### src/rtl/sram_loader.sv
`default_nettype none
// ============================================================================
// Module      : sram_loader
// Description : Streams a byte-wide program into a 16-bit asynchronous SRAM.
//               Bytes arrive low byte first and are paired into words. Each
//               word is written with a setup cycle, a WE_CYCLES-long write
//               strobe and a hold cycle. A single trailing byte is written
//               with the upper byte lane masked.
// Revision    : 1.0 - initial release
// ============================================================================
module sram_loader #(
  parameter int unsigned WE_CYCLES = 2,
  parameter logic [17:0] LAST_ADDR = 18'h3FFFF
) (
  input  logic        clk,
  input  logic        rst_n,
  input  logic        start,
  input  logic [7:0]  in_data,
  input  logic        in_valid,
  input  logic        in_last,
  output logic        in_ready,
  output logic        sram_WE,
  output logic        sram_CE,
  output logic        sram_OE,
  output logic        sram_LB,
  output logic        sram_UB,
  output logic [17:0] sram_addr,
  output logic [15:0] sram_dout,
  output logic        sram_dout_en,
  output logic        busy,
  output logic        done,
  output logic        overflow
);

  // Terminal value of the write-strobe counter (counts 0 .. WE_CYCLES-1).
  localparam logic [3:0] WE_LAST = 4'(WE_CYCLES - 1);

  typedef enum logic [2:0] {
    S_IDLE  = 3'd0,
    S_LO    = 3'd1,
    S_HI    = 3'd2,
    S_SETUP = 3'd3,
    S_WRITE = 3'd4,
    S_HOLD  = 3'd5,
    S_DONE  = 3'd6
  } state_t;

  state_t      state_q, state_d;
  logic [17:0] addr_q, addr_d;
  logic [15:0] dout_q, dout_d;
  logic        ub_skip_q, ub_skip_d;    // upper byte lane masked for this word
  logic        last_q, last_d;          // current word holds the final byte
  logic [3:0]  we_cnt_q, we_cnt_d;
  logic        done_q, done_d;
  logic        ovf_q, ovf_d;
  logic        ovf_arm_q, ovf_arm_d;    // DONE was reached by address exhaustion

  logic        w_xfer;
  logic        w_active;

  // A byte moves only when the loader is collecting bytes and data is offered.
  assign w_xfer = in_valid & in_ready;

  // Next-state and datapath updates; addr/data only move in IDLE/LO/HI/HOLD-exit.
  always_comb begin
    state_d   = state_q;
    addr_d    = addr_q;
    dout_d    = dout_q;
    ub_skip_d = ub_skip_q;
    last_d    = last_q;
    we_cnt_d  = we_cnt_q;
    done_d    = done_q;
    ovf_d     = ovf_q;
    ovf_arm_d = ovf_arm_q;

    case (state_q)
      S_IDLE, S_DONE: begin
        if (start) begin
          state_d   = S_LO;
          addr_d    = '0;
          done_d    = 1'b0;
          ovf_d     = 1'b0;
          ovf_arm_d = 1'b0;
          ub_skip_d = 1'b0;
          last_d    = 1'b0;
        end else if ((state_q == S_DONE) && ovf_arm_q && in_valid) begin
          // Data offered after the address space ran out is lost.
          ovf_d = 1'b1;
        end
      end

      S_LO: begin
        if (w_xfer) begin
          dout_d[7:0] = in_data;
          if (in_last) begin
            dout_d[15:8] = 8'h00;
            ub_skip_d    = 1'b1;
            last_d       = 1'b1;
            state_d      = S_SETUP;
          end else begin
            ub_skip_d = 1'b0;
            last_d    = 1'b0;
            state_d   = S_HI;
          end
        end
      end

      S_HI: begin
        if (w_xfer) begin
          dout_d[15:8] = in_data;
          last_d       = in_last;
          state_d      = S_SETUP;
        end
      end

      S_SETUP: begin
        we_cnt_d = '0;
        state_d  = S_WRITE;
      end

      S_WRITE: begin
        if (we_cnt_q == WE_LAST) begin
          state_d = S_HOLD;
        end else begin
          we_cnt_d = we_cnt_q + 4'd1;
        end
      end

      S_HOLD: begin
        if (last_q) begin
          state_d = S_DONE;
          done_d  = 1'b1;
        end else if (addr_q == LAST_ADDR) begin
          // Never wrap: park on the final address and watch for excess data.
          state_d   = S_DONE;
          done_d    = 1'b1;
          ovf_arm_d = 1'b1;
        end else begin
          addr_d  = addr_q + 18'd1;
          state_d = S_LO;
        end
      end

      default: begin
        state_d = S_IDLE;
      end
    endcase
  end

  // State and datapath registers; reset drops every SRAM control inactive at once.
  always_ff @(posedge clk or negedge rst_n) begin
    if (!rst_n) begin
      state_q   <= S_IDLE;
      addr_q    <= '0;
      dout_q    <= '0;
      ub_skip_q <= 1'b0;
      last_q    <= 1'b0;
      we_cnt_q  <= '0;
      done_q    <= 1'b0;
      ovf_q     <= 1'b0;
      ovf_arm_q <= 1'b0;
    end else begin
      state_q   <= state_d;
      addr_q    <= addr_d;
      dout_q    <= dout_d;
      ub_skip_q <= ub_skip_d;
      last_q    <= last_d;
      we_cnt_q  <= we_cnt_d;
      done_q    <= done_d;
      ovf_q     <= ovf_d;
      ovf_arm_q <= ovf_arm_d;
    end
  end

  // Output decode straight from the state register so reset acts immediately.
  always_comb begin
    w_active     = (state_q == S_SETUP) || (state_q == S_WRITE) || (state_q == S_HOLD);
    in_ready     = (state_q == S_LO) || (state_q == S_HI);
    sram_WE      = (state_q != S_WRITE);
    sram_CE      = ~w_active;
    sram_OE      = 1'b1;
    sram_LB      = ~w_active;
    sram_UB      = ~w_active | ub_skip_q;
    sram_dout_en = w_active;
    sram_addr    = addr_q;
    sram_dout    = dout_q;
    busy         = (state_q != S_IDLE) && (state_q != S_DONE);
    done         = done_q;
    overflow     = ovf_q;
  end

endmodule
`default_nettype wire

### config.mk
export PLATFORM = sky130hd
export DESIGN_NAME = sram_loader
export DESIGN_NICKNAME = d
export VERILOG_FILES = /design/src/rtl/sram_loader.sv
export SDC_FILE = /design/constraint.sdc
export NUM_CORES = 1
export LEC_CHECK = 0
export BUFFER_PORTS_ARGS = -buffer_cell sky130_fd_sc_hd__clkbuf_2
export CAP_MARGIN = 10
export CORE_ASPECT_RATIO = 1.25
export CORE_MARGIN = 8
export CORE_UTILIZATION = 45
export CTS_BUF_LIST = sky130_fd_sc_hd__clkbuf_2 sky130_fd_sc_hd__clkbuf_4 sky130_fd_sc_hd__clkbuf_8
export DETAILED_ROUTE_END_ITERATION = 10
export PLACE_DENSITY_LB_ADDON = 0.3
export SYNTH_ARGS = -nofsm -noshare
export SYNTH_HDL_FRONTEND = slang
export SYNTH_SLANG_ARGS = --single-unit
### constraint.sdc
create_clock -name clk -period 1.6 [get_ports clk]
set_input_delay 0.24 -clock clk [delete_from_list [all_inputs] [get_ports clk]]
set_output_delay 0.24 -clock clk [all_outputs]
set_load 0.005 [all_outputs]
==> impl_metrics.csv, run 1 <==
group,metric,value,unit
cells_and_area,drive_above_1_share,51.8,%
global_routing,grt_use_total,18.1,%
timing,tns,-3.02,ns
worst_setup_path,timing.rr.end,"sram_addr[6]",
worst_setup_path,critical_path.cell_chain,"buf_4 -> nor2b_4 -> buf_4 -> nor3_4 -> buf_4 -> buf_4 -> or4_1 -> nand2_1",
worst_setup_path,cp-endpoint,"sram_addr[6]",
detailed_routing,drc,0,
outcome,status,"finished with violations",
timing,rsz0062_at_grt,"yes",
logic_synthesis,synth_edf_count,0,
placement,hpwlAfterDp,4700,um
worst_setup_path,crit_path_frequent_cell,"buf_4",
timing,worst_pin_slew,0.584,ns
worst_setup_path,max_stage_delay,0.50,ns
cells_and_area,utilization,69.9,%
placement,gp_congestion,0.831,
worst_setup_path,cp-startpoint,"state_q[2]",
power,power_per_cell_area,1430,mW/mm^2
timing,skew,0.00827,ns
global_routing,grt_pass1_wl,11600,um
logic_synthesis,synth.mux.area_fraction,5.07,%
clock_network,cts_tree,"built",
logic_synthesis,synth-main-ff-cell,"dfrtp_1",
placement,numPortBuffers,55,
logic_synthesis,ys_types,51,
worst_setup_path,critPathMaxFanout,4,
worst_setup_path,endpoint_kind,"register",
logic_synthesis,async_flop_share,100,%
worst_setup_path,required,1.86,ns
worst_setup_path,worstSetupPathType,"reg -> reg",
clock_network,cts_buffer_depth,2,
clock_network,cts_made_buffers,5,
worst_setup_path,critPathLaunchType,"register",
detailed_routing,routed_wl,7180,um
worst_setup_path,crit_path_top_delay_cell,"or4_1",
floorplanning,std_cell_rows,29,
timing,finalSetupViolations,33,
cells_and_area,nNetsFinal,380,
logic_synthesis,synthAdderAreaFrac,1.58,%
floorplanning,die_h,97.2,um
logic_synthesis,synth_top_family_by_area,"simple AND/OR/NAND/NOR gates",
floorplanning,dieArea,0.00786,mm^2
worst_setup_path,arrival,2.05,ns
logic_synthesis,synthCells,237,
logic_synthesis,synth_nets,253,
logic_synthesis,yosys.area.top_type,"dfrtp_1",
clock_network,clock_latency,0.32,ns
floorplanning,start_util,46.7,%
detailed_routing,drtPass1Iterations,4,
detailed_routing,viasPerCell,5.54,
placement,dp_cells,400,
global_routing,grt_pass1_vias,2495,
detailed_routing,ant_nets,0,
logic_synthesis,yosysWarnings,0,
logic_synthesis,synth_area_leaders,"dfrtp_1, mux2_2, nand2_1",
clock_network,clock-root-buffer,"clkbuf_8",
detailed_routing,wire_per_inst,16.8,um
run,drv_cap,0,
floorplanning,core_area,0.00508,mm^2
cells_and_area,antenna_cells,0,
floorplanning,fp.dieW,80.9,um
detailed_routing,vias,2365,
clock_network,hold_buffers,0,
worst_setup_path,rrSetupSlack,-0.18,ns
logic_synthesis,yosysTopAreaCellShare,48.5,%
logic_synthesis,synth_simple_gate_area_share,23.1,%
cells_and_area,final_cell_count_no_fill,427,
logic_synthesis,synth_xor_area_share,3.69,%
logic_synthesis,synth_commonest_cells,"dfrtp_1, nand2_1, nor2_1, nand3_1, o21ai_0",
timing,hold_violations,11,
global_routing,antenna_found_initial,0,
logic_synthesis,yosysMostFrequentCell,"dfrtp_1",
outcome,violations,"negative hold slack, negative setup slack",
timing,timing.slew.headroom,61.0,%
timing,finalWorstSetupSlack,-0.182,ns
global_routing,grt_overflow,0,
logic_synthesis,synth_compound_area_share,14.0,%
clock_network,cts.clk_slew.worst_paths,0.10,ns
detailed_routing,drt_iter0_drc,142,
clock_network,cts_sinks,46,
cells_and_area,syn2layout_area_growth,49.7,%
power,power_leakage,0.00170,uW
worst_setup_path,reg2reg_depth,8,
worst_setup_path,r2r_start,"state_q[2]",
clock_network,htreeDepth,2,
hold_path,hold_class,"in -> async",
power,ir_drop,1.00,mV
timing,fmax,561,MHz
logic_synthesis,synth_area_per_cell,10.0,um^2
logic_synthesis,ys_seq_elements,46,
logic_synthesis,ys_seq_area_share,48.5,%
timing,drv_slew,0,
timing,whs,-0.0133,ns
timing,fin_crit,1.78,ns
logic_synthesis,synth_area,0.00237,mm^2
global_routing,grt_max_degree,47,
timing,period_share,111,%
floorplanning,boundaryPins,57,
[how the worst min path moves through the flow]
stage | to | slack (ns)
finish | sram_addr[7] | -0.01
global placement | sram_addr[17] | 0.36
CTS | sram_addr[16] | 0.02
floorplan | done | -0.06
global route | sram_addr[16] | 0.04
detailed placement | sram_addr[16] | 0.36
[metrics by stage]
step,worst slack [ns],instance area (um^2),power (uW)
2_1_floorplan,-0.150,2400,2700
3_3_place_gp,-0.128,3110,3640
3_5_place_dp,-0.162,3110,3690
4_1_cts,-0.153,3470,4900
5_1_grt,-0.226,3550,5370
6_report,-0.182,3550,5070
[critical path, delay by kind of cell (launching register included)]
family | cells | cell delay, ns
AND/OR/NAND/NOR | 4 | 0.74
buffers and inverters | 4 | 0.57
flip-flops | 1 | 0.43
[power breakdown]
| group | total, uW | switching (uW) | internal [uW] |
|---|---|---|---|
| logic | 2580 | 1180 | 1400 |
| registers | 1700 | 227 | 1470 |
| clock network | 791 | 464 | 327 |
| total | 5070 | 1870 | 3200 |
[cell type report]
cell class                      instances  area, um^2
Tap cell                               62        77.6
Clock inverter                          3        28.8
Fill cell                             385        1530
Timing Repair Buffer                  132         892
Multi-Input combinational cell        173        1310
Inverter                                6        22.5
Clock buffer                            5        68.8
Sequential cell                        46        1150
[flip-flops by register name, indices dropped and copies added (netlist names)]
register   flops
sram_addr     18
sram_dout     16
we_cnt_q       4
state_q        3
done           1
last_q         1
overflow       1
ovf_arm_q      1
ub_skip_q      1
[placed cells by master (no fill, tap or decap), drive strengths merged, types with 4 or more instances in the layout]
master	netlist	final
dfrtp	46	46
nand4	4	4
mux2	8	8
nand2b	6	6
o21ai	16	16
o211ai	4	4
nor2b	4	4
nor2	20	20
nor3	8	8
buf	8	80
inv	6	8
clkbuf	4	57
xor2	9	9
nand3	15	15
a21oi	9	9
nand2	21	21
or3	9	9
a22o	8	8
[what timing repair did]
item | CTS | global route
endpoints found under the setup margin | 37 | 51
gates resized for setup | 36 | 18
pin swaps | 15 | 8
buffers inserted | 16 | 4
gates cloned | 1 | 0
[kinds of logic (layout without fill, tap and decap cells)]
logic type	count (synthesis)	in the layout
AND/OR/NAND/NOR	99	99
AO/OA/AOI/OAI	49	49
XOR/XNOR	10	10
buffers and inverters	18	146
multiplexers	11	11
flip-flops	46	46
adder cells (fa/ha/maj)	3	3
other	1	1
[routing by layer]
layer | vias to the layer above | share of wire, % | wire length (um) | global-route usage (%)
met2 | 78 | 52 | 3740 | 31.4
met3 | 17 | 4.8 | 345 | 3.33
met4 | 0 | 2.7 | 195 | 7.03
met1 | 1167 | 40 | 2910 | 21.0
li1 | 1103 | - | - | -
met5 | - | 0 | 0 | 0
Power figures use the tool's default switching activity.
==> inputs of run 2 (changes only) <==
- ABC_AREA: unset -> 1
- CORE_ASPECT_RATIO: 1.25 -> unset
==> run 2 against run 1 <==
  * The run ends with negative setup slack left
  * Non-clock buffer count is 41 lower
  * First-iteration DRC count is 23% lower
  * Count of clock-buffer cells in the layout is 1 higher
  * Cell count is 16% higher
  * Largest cell class unchanged
  * Routed wire length is 3.4% lower
  * Clock skew is 0.0015 ns higher
  * Die area is 6.9% higher
  * Critical endpoint is now sram_UB
  * Highest routed layer unchanged
  * Core utilization is 7.5 points lower
  * Hold slack better by 0.20 ns
  * Combinational power is 5% lower
==> impl_metrics.csv, run 2 <==
group,metric,value,unit
cells_and_area,drive_above_1_share,36.0,%
detailed_routing,drt_iter0_drc,109,
logic_synthesis,synth_area_per_cell,7.71,um^2
detailed_routing,drtPass1Iterations,4,
run,drv_cap,0,
clock_network,cts_sinks,46,
timing,finalWorstSetupSlack,-0.0851,ns
power,power_per_cell_area,1420,mW/mm^2
global_routing,grt_max_degree,28,
logic_synthesis,synth_commonest_cells,"nand2_1, dfrtp_1, inv_1, nand3_1, nor2_1",
logic_synthesis,synth_top_family_by_area,"simple AND/OR/NAND/NOR gates",
cells_and_area,layout_commonest_cell,"nand2_1",
hold_path,hold_class,"in -> reg",
placement,hpwlAfterDp,5030,um
floorplanning,std_cell_rows,27,
worst_setup_path,endpoint_kind,"output port",
clock_network,cts_made_buffers,5,
global_routing,antenna_found_initial,0,
timing,whs,0.183,ns
timing,timing.slew.headroom,61.3,%
logic_synthesis,synth_compound_area_share,11.8,%
logic_synthesis,ys_seq_area_share,44.7,%
timing,fin_crit,1.69,ns
detailed_routing,routed_wl,6940,um
floorplanning,core_area,0.00551,mm^2
clock_network,clock-root-buffer,"clkbuf_8",
clock_network,clock_latency,0.30,ns
clock_network,cts_tree,"built",
clock_network,cts_buffer_depth,2,
timing,drv_slew,0,
timing,fmax,593,MHz
logic_synthesis,synthCells,334,
logic_synthesis,synth-main-ff-cell,"dfrtp_1",
global_routing,grt_overflow,0,
logic_synthesis,yosysMostFrequentCell,"nand2_1",
outcome,violations,"negative setup slack",
worst_setup_path,worstSetupPathType,"reg -> out",
logic_synthesis,synthAdderAreaFrac,1.46,%
cells_and_area,nNetsFinal,440,
logic_synthesis,synth_area_leaders,"dfrtp_1, nand2_1, nand3_1",
clock_network,htreeDepth,2,
worst_setup_path,r2r_start,"state_q[1]",
detailed_routing,ant_nets,0,
timing,rsz0062_at_grt,"yes",
worst_setup_path,required,1.36,ns
logic_synthesis,synth.mux.area_fraction,0,%
worst_setup_path,cp-startpoint,"state_q[2]",
logic_synthesis,async_flop_share,100,%
placement,dpl_cell_area,0.00313,mm^2
floorplanning,die_h,91.7,um
outcome,status,"finished with violations",
cells_and_area,largest_reg_flops,18,
floorplanning,fp.dieW,91.7,um
floorplanning,start_util,46.8,%
power,power_leakage,0.00176,uW
floorplanning,boundaryPins,57,
logic_synthesis,synth_edf_count,0,
timing,finalSetupViolations,24,
global_routing,grt_use_total,17.0,%
logic_synthesis,yosysTopAreaCellShare,44.7,%
logic_synthesis,yosysWarnings,0,
placement,numPortBuffers,55,
detailed_routing,vias,2531,
hold_path,min_from,"in_data[7]",
global_routing,grt_pass1_vias,2647,
cells_and_area,fin_area,0.00343,mm^2
floorplanning,dieArea,0.00840,mm^2
detailed_routing,drc,0,
logic_synthesis,synth_simple_gate_area_share,31.1,%
power,ir_drop,0.992,mV
logic_synthesis,yosys.area.top_type,"dfrtp_1",
worst_setup_path,critPathLaunchType,"register",
clock_network,cts.clk_slew.worst_paths,0.09,ns
detailed_routing,viasPerCell,5.09,
logic_synthesis,synth_xor_area_share,2.72,%
worst_setup_path,arrival,1.45,ns
placement,gp_congestion,0.901,
logic_synthesis,ys_seq_elements,46,
timing,worst_pin_slew,0.581,ns
cells_and_area,final_cell_mix,"nand2_1, clkbuf_2, dfrtp_1",
worst_setup_path,critPathMaxFanout,3,
cells_and_area,antenna_cells,0,
placement,pre_cts_ws,0.0195,ns
timing,hold_violations,0,
worst_setup_path,rrSetupSlack,-0.05,ns
logic_synthesis,synth_area,0.00258,mm^2
global_routing,grt_pass1_wl,11900,um
detailed_routing,wire_per_inst,14.0,um
logic_synthesis,synth_nets,350,
cells_and_area,syn2layout_area_growth,33.2,%
logic_synthesis,ys_types,30,
timing,skew,0.00974,ns
timing,period_share,105,%
[run 2: changes by cell type after synthesis, moves of 6 or more]
cell,delta
nand2_1,+73
inv_1,+31
nand3_1,+18
o21ai_0,+13
o21ai_2,+12
nor2_1,+11
or3_1,-9
a22o_1,-8
mux2_2,-8
a21oi_1,-6
nand2_2,+6
nand2b_1,-6
[run 2: through the flow]
step / util, % / total power (uW) / setup TNS [ns] / instances
2_1_floorplan: - / 2880 / 0 / 334
3_3_place_gp: 56.9 / 3680 / 0 / 481
3_5_place_dp: 56.9 / 3710 / 0 / 481
4_1_cts: 61.6 / 4760 / -0.182 / 497
5_1_grt: 62.3 / 5230 / -2.84 / 497
6_report: 62.3 / 4860 / -0.888 / 497
[run 2: worst paths after layout]
check | cells after the start | to
setup / recovery | 8 | sram_UB
setup reg to reg | 11 | sram_addr[8]
max in group asynchronous | 3 | sram_dout[3]
hold reg to reg | 2 | sram_dout[0]
min in group asynchronous | 2 | sram_addr[12]
hold / removal | 3 | sram_dout[7]
[run 2: logic make-up (layout without fill, tap and decap cells)]
logic type      count (synthesis)  in the layout
flops                          46             46
fa+ha+maj                       3              3
other cells                     1              1
compound gates                 48             48
xor+xnor                        8              8
buf+inv                        48            139
simple gates                  180            180
[run 2: layer usage]
metal  part of all wire (%)  track usage, %  vias to the layer above
met3                    8.1            6.36                       13
met2                     46            27.7                       84
met5                      0               0                        -
met1                     44            20.0                     1187
met4                    1.9            5.73                        0
li1                       -               -                     1247
[run 2: worst max-delay path, cell delays in order, from the launching register on]
cell	delay, ns
dfrtp_1	0.43
buf_4	0.17
nor2_2	0.13
inv_1	0.09
nand2_4	0.09
nor2_4	0.04
inv_2	0.06
nand2_1	0.04
clkbuf_2	0.11
[run 2: repair_timing]
action                     in CTS  in global routing
resized for setup              25                 15
setup buffers                   7                  0
setup endpoints to repair       5                 45
hold endpoints to repair       19                  0
gates cloned                    0                  0
hold buffers                    1                  0
pin swaps                       7                  4
[run 2: final cells by class]
type,count,area [um^2]
Fill cell,469,2070
Tap cell,72,90.1
Inverter,40,155
Clock inverter,2,12.5
Clock buffer,6,82.6
Timing Repair Buffer,91,628
Sequential cell,46,1150
Multi-Input combinational cell,240,1310
[run 2: power breakdown]
part / switching [uW] / leakage [uW] / internal, uW
clock network: 394 / 0.0000472 / 348
registers: 204 / 0.000612 / 1460
logic: 1410 / 0.00110 / 1040
==> inputs of run 3 (changes only) <==
- CAP_MARGIN: 10 -> 20
- CORE_UTILIZATION: 45 -> 50
==> run 3 against run 2 <==
  * The run still ends with negative setup slack left
  * Clock skew shrank 0.0053 ns
  * Cell area is 3.9% higher
  * Routed wire length shrank 1.1%
  * Critical path depth is 2 higher
  * Sequential share of layout area shrank 1.2 points
  * Via count up 0.83%
  * Largest cell class unchanged
==> impl_metrics.csv, run 3 (synthesis gave the netlist of run 2 again) <==
group,metric,value,unit
floorplanning,core_area,0.00504,mm^2
clock_network,clock_latency,0.30,ns
cells_and_area,layout_commonest_cell,"nand2_1",
worst_setup_path,critPathMaxFanout,12,
cells_and_area,register_area,0.00115,mm^2
floorplanning,boundaryPins,57,
detailed_routing,ant_nets,0,
detailed_routing,drtPass1Iterations,5,
timing,skew,0.00439,ns
timing,timing.slew.headroom,63.6,%
detailed_routing,wire_per_inst,13.7,um
cells_and_area,nNetsFinal,446,
timing,whs,0.176,ns
cells_and_area,fill_cells,385,
clock_network,cts.clk_slew.worst_paths,0.09,ns
cells_and_area,utilization,70.7,%
global_routing,grt_max_degree,22,
timing,fmax,591,MHz
placement,dp_cells,479,
outcome,violations,"negative setup slack",
clock_network,cts_tree,"built",
detailed_routing,viasPerCell,5.09,
cells_and_area,largest_reg_flops,18,
placement,numPortBuffers,55,
floorplanning,die_h,87.8,um
floorplanning,dieArea,0.00771,mm^2
placement,gp_congestion,0.888,
clock_network,cts_buffer_depth,2,
run,drv_cap,0,
power,power_per_cell_area,1460,mW/mm^2
cells_and_area,antenna_cells,0,
timing,finalWorstSetupSlack,-0.0930,ns
worst_setup_path,endpoint_kind,"register",
worst_setup_path,critPathLaunchType,"register",
cells_and_area,multi_input_area,0.00136,mm^2
worst_setup_path,arrival,1.89,ns
worst_setup_path,worstSetupPathType,"reg -> reg",
power,ir_drop,1.04,mV
worst_setup_path,critical_path.cell_chain,"buf_6 -> inv_6 -> nand2_4 -> nand4_1 -> nand2_2 -> a21oi_4 -> nand2_8 -> buf_12 -> nand2_1 -> o21ai_2",
timing,tns,-1.41,ns
detailed_routing,routed_wl,6860,um
global_routing,grt_use_total,18.0,%
timing,finalSetupViolations,21,
cells_and_area,syn2layout_area_growth,38.4,%
placement,hpwlAfterDp,4920,um
timing,worst_pin_slew,0.546,ns
timing,rsz0062_at_grt,"yes",
global_routing,grt_pass1_wl,11100,um
detailed_routing,drc,0,
clock_network,cts_made_buffers,5,
worst_setup_path,required,1.80,ns
cells_and_area,final_cell_mix,"nand2_1, clkbuf_2, dfrtp_1",
timing,hold_violations,0,
worst_setup_path,crit_path_top_delay_cell,"dfrtp_2",
timing,fin_crit,1.69,ns
global_routing,grt_pass1_vias,2460,
cells_and_area,drive_above_1_share,37.8,%
floorplanning,fp.dieW,87.8,um
power,power,5200,uW
floorplanning,start_util,51.1,%
timing,drv_slew,0,
global_routing,antenna_found_initial,0,
cells_and_area,final_cell_count_no_fill,501,
clock_network,cts_sinks,46,
detailed_routing,vias,2552,
detailed_routing,drt_iter0_drc,121,
floorplanning,std_cell_rows,26,
clock_network,clock-root-buffer,"clkbuf_8",
worst_setup_path,max_stage_delay,0.46,ns
global_routing,grt_overflow,0,
hold_path,hold_class,"in -> reg",
outcome,status,"finished with violations",
clock_network,htreeDepth,2,
power,power_leakage,0.00185,uW
timing,period_share,106,%
[run 3: changes by cell type in the layout (fill, tap and decap cells not counted), sizes merged]
cell	before	now
clkbuf	58	61
clkinv	1	0
buf	38	40
clkinvlp	1	0
inv	40	43
[run 3: area by class of cell]
type	count	share of cell area, %
multi-input combinational	240	38.0
sequential	46	32.4
timing repair buffer	97	19.9
inverter	40	4.56
tap	70	2.46
clock buffer	5	1.93
clock inverter	3	0.737
[run 3: metrics by stage]
step / cell area [um^2] / worst slack (ns)
final: 3560 / -0.0930
after global placement: 3140 / 0.0786
after detailed placement: 3140 / 0.0231
after CTS: 3340 / -0.0454
after floorplan: 2580 / 0.0207
after global routing: 3560 / -0.138
[run 3: worst max-delay path: cells and delay by family (launching register included)]
family,cells,cell delay [ns]
AOI/OAI and AO/OA,2,0.23
buffers and inverters,3,0.37
DFF,1,0.46
and+or+nand+nor,5,0.54
[run 3: what timing repair did]
item / in CTS / in global routing
pin swaps: 5 / 8
resized for setup: 17 / 38
buffers inserted: 6 / 5
gates cloned: 0 / 2
endpoints found under the setup margin: 4 / 44
endpoints found under the hold margin: 18 / 0
hold buffers: 1 / 0
[run 3: path summary, 6_finish.rpt]
path / startpoint / endpoint / slack (ns) / depth (start not counted)
min in group asynchronous: rst_n / sram_addr[17] / 0.45 / 2
max in group asynchronous: rst_n / state_q[2] / 0.64 / 3
max: state_q[2] / sram_addr[2] / -0.09 / 10
max reg2reg: state_q[2] / sram_addr[2] / -0.09 / 10
min reg2reg: done / done / 0.48 / 2
min: in_data[3] / sram_dout[11] / 0.18 / 3
[run 3: report_power, final]
| group | total (uW) | internal [uW] | switching [uW] | leakage (uW) |
|---|---|---|---|---|
| Clock | 752 | 325 | 427 | 0.0000495 |
| Sequential | 1670 | 1460 | 203 | 0.000610 |
| Combinational | 2780 | 1280 | 1510 | 0.00119 |
[run 3: routing by layer]
metal	part of all wire, %	track usage (%)
met3	7.7	4.50
met5	0	0
met2	48	29.3
met4	1.5	4.22
met1	43	23.1
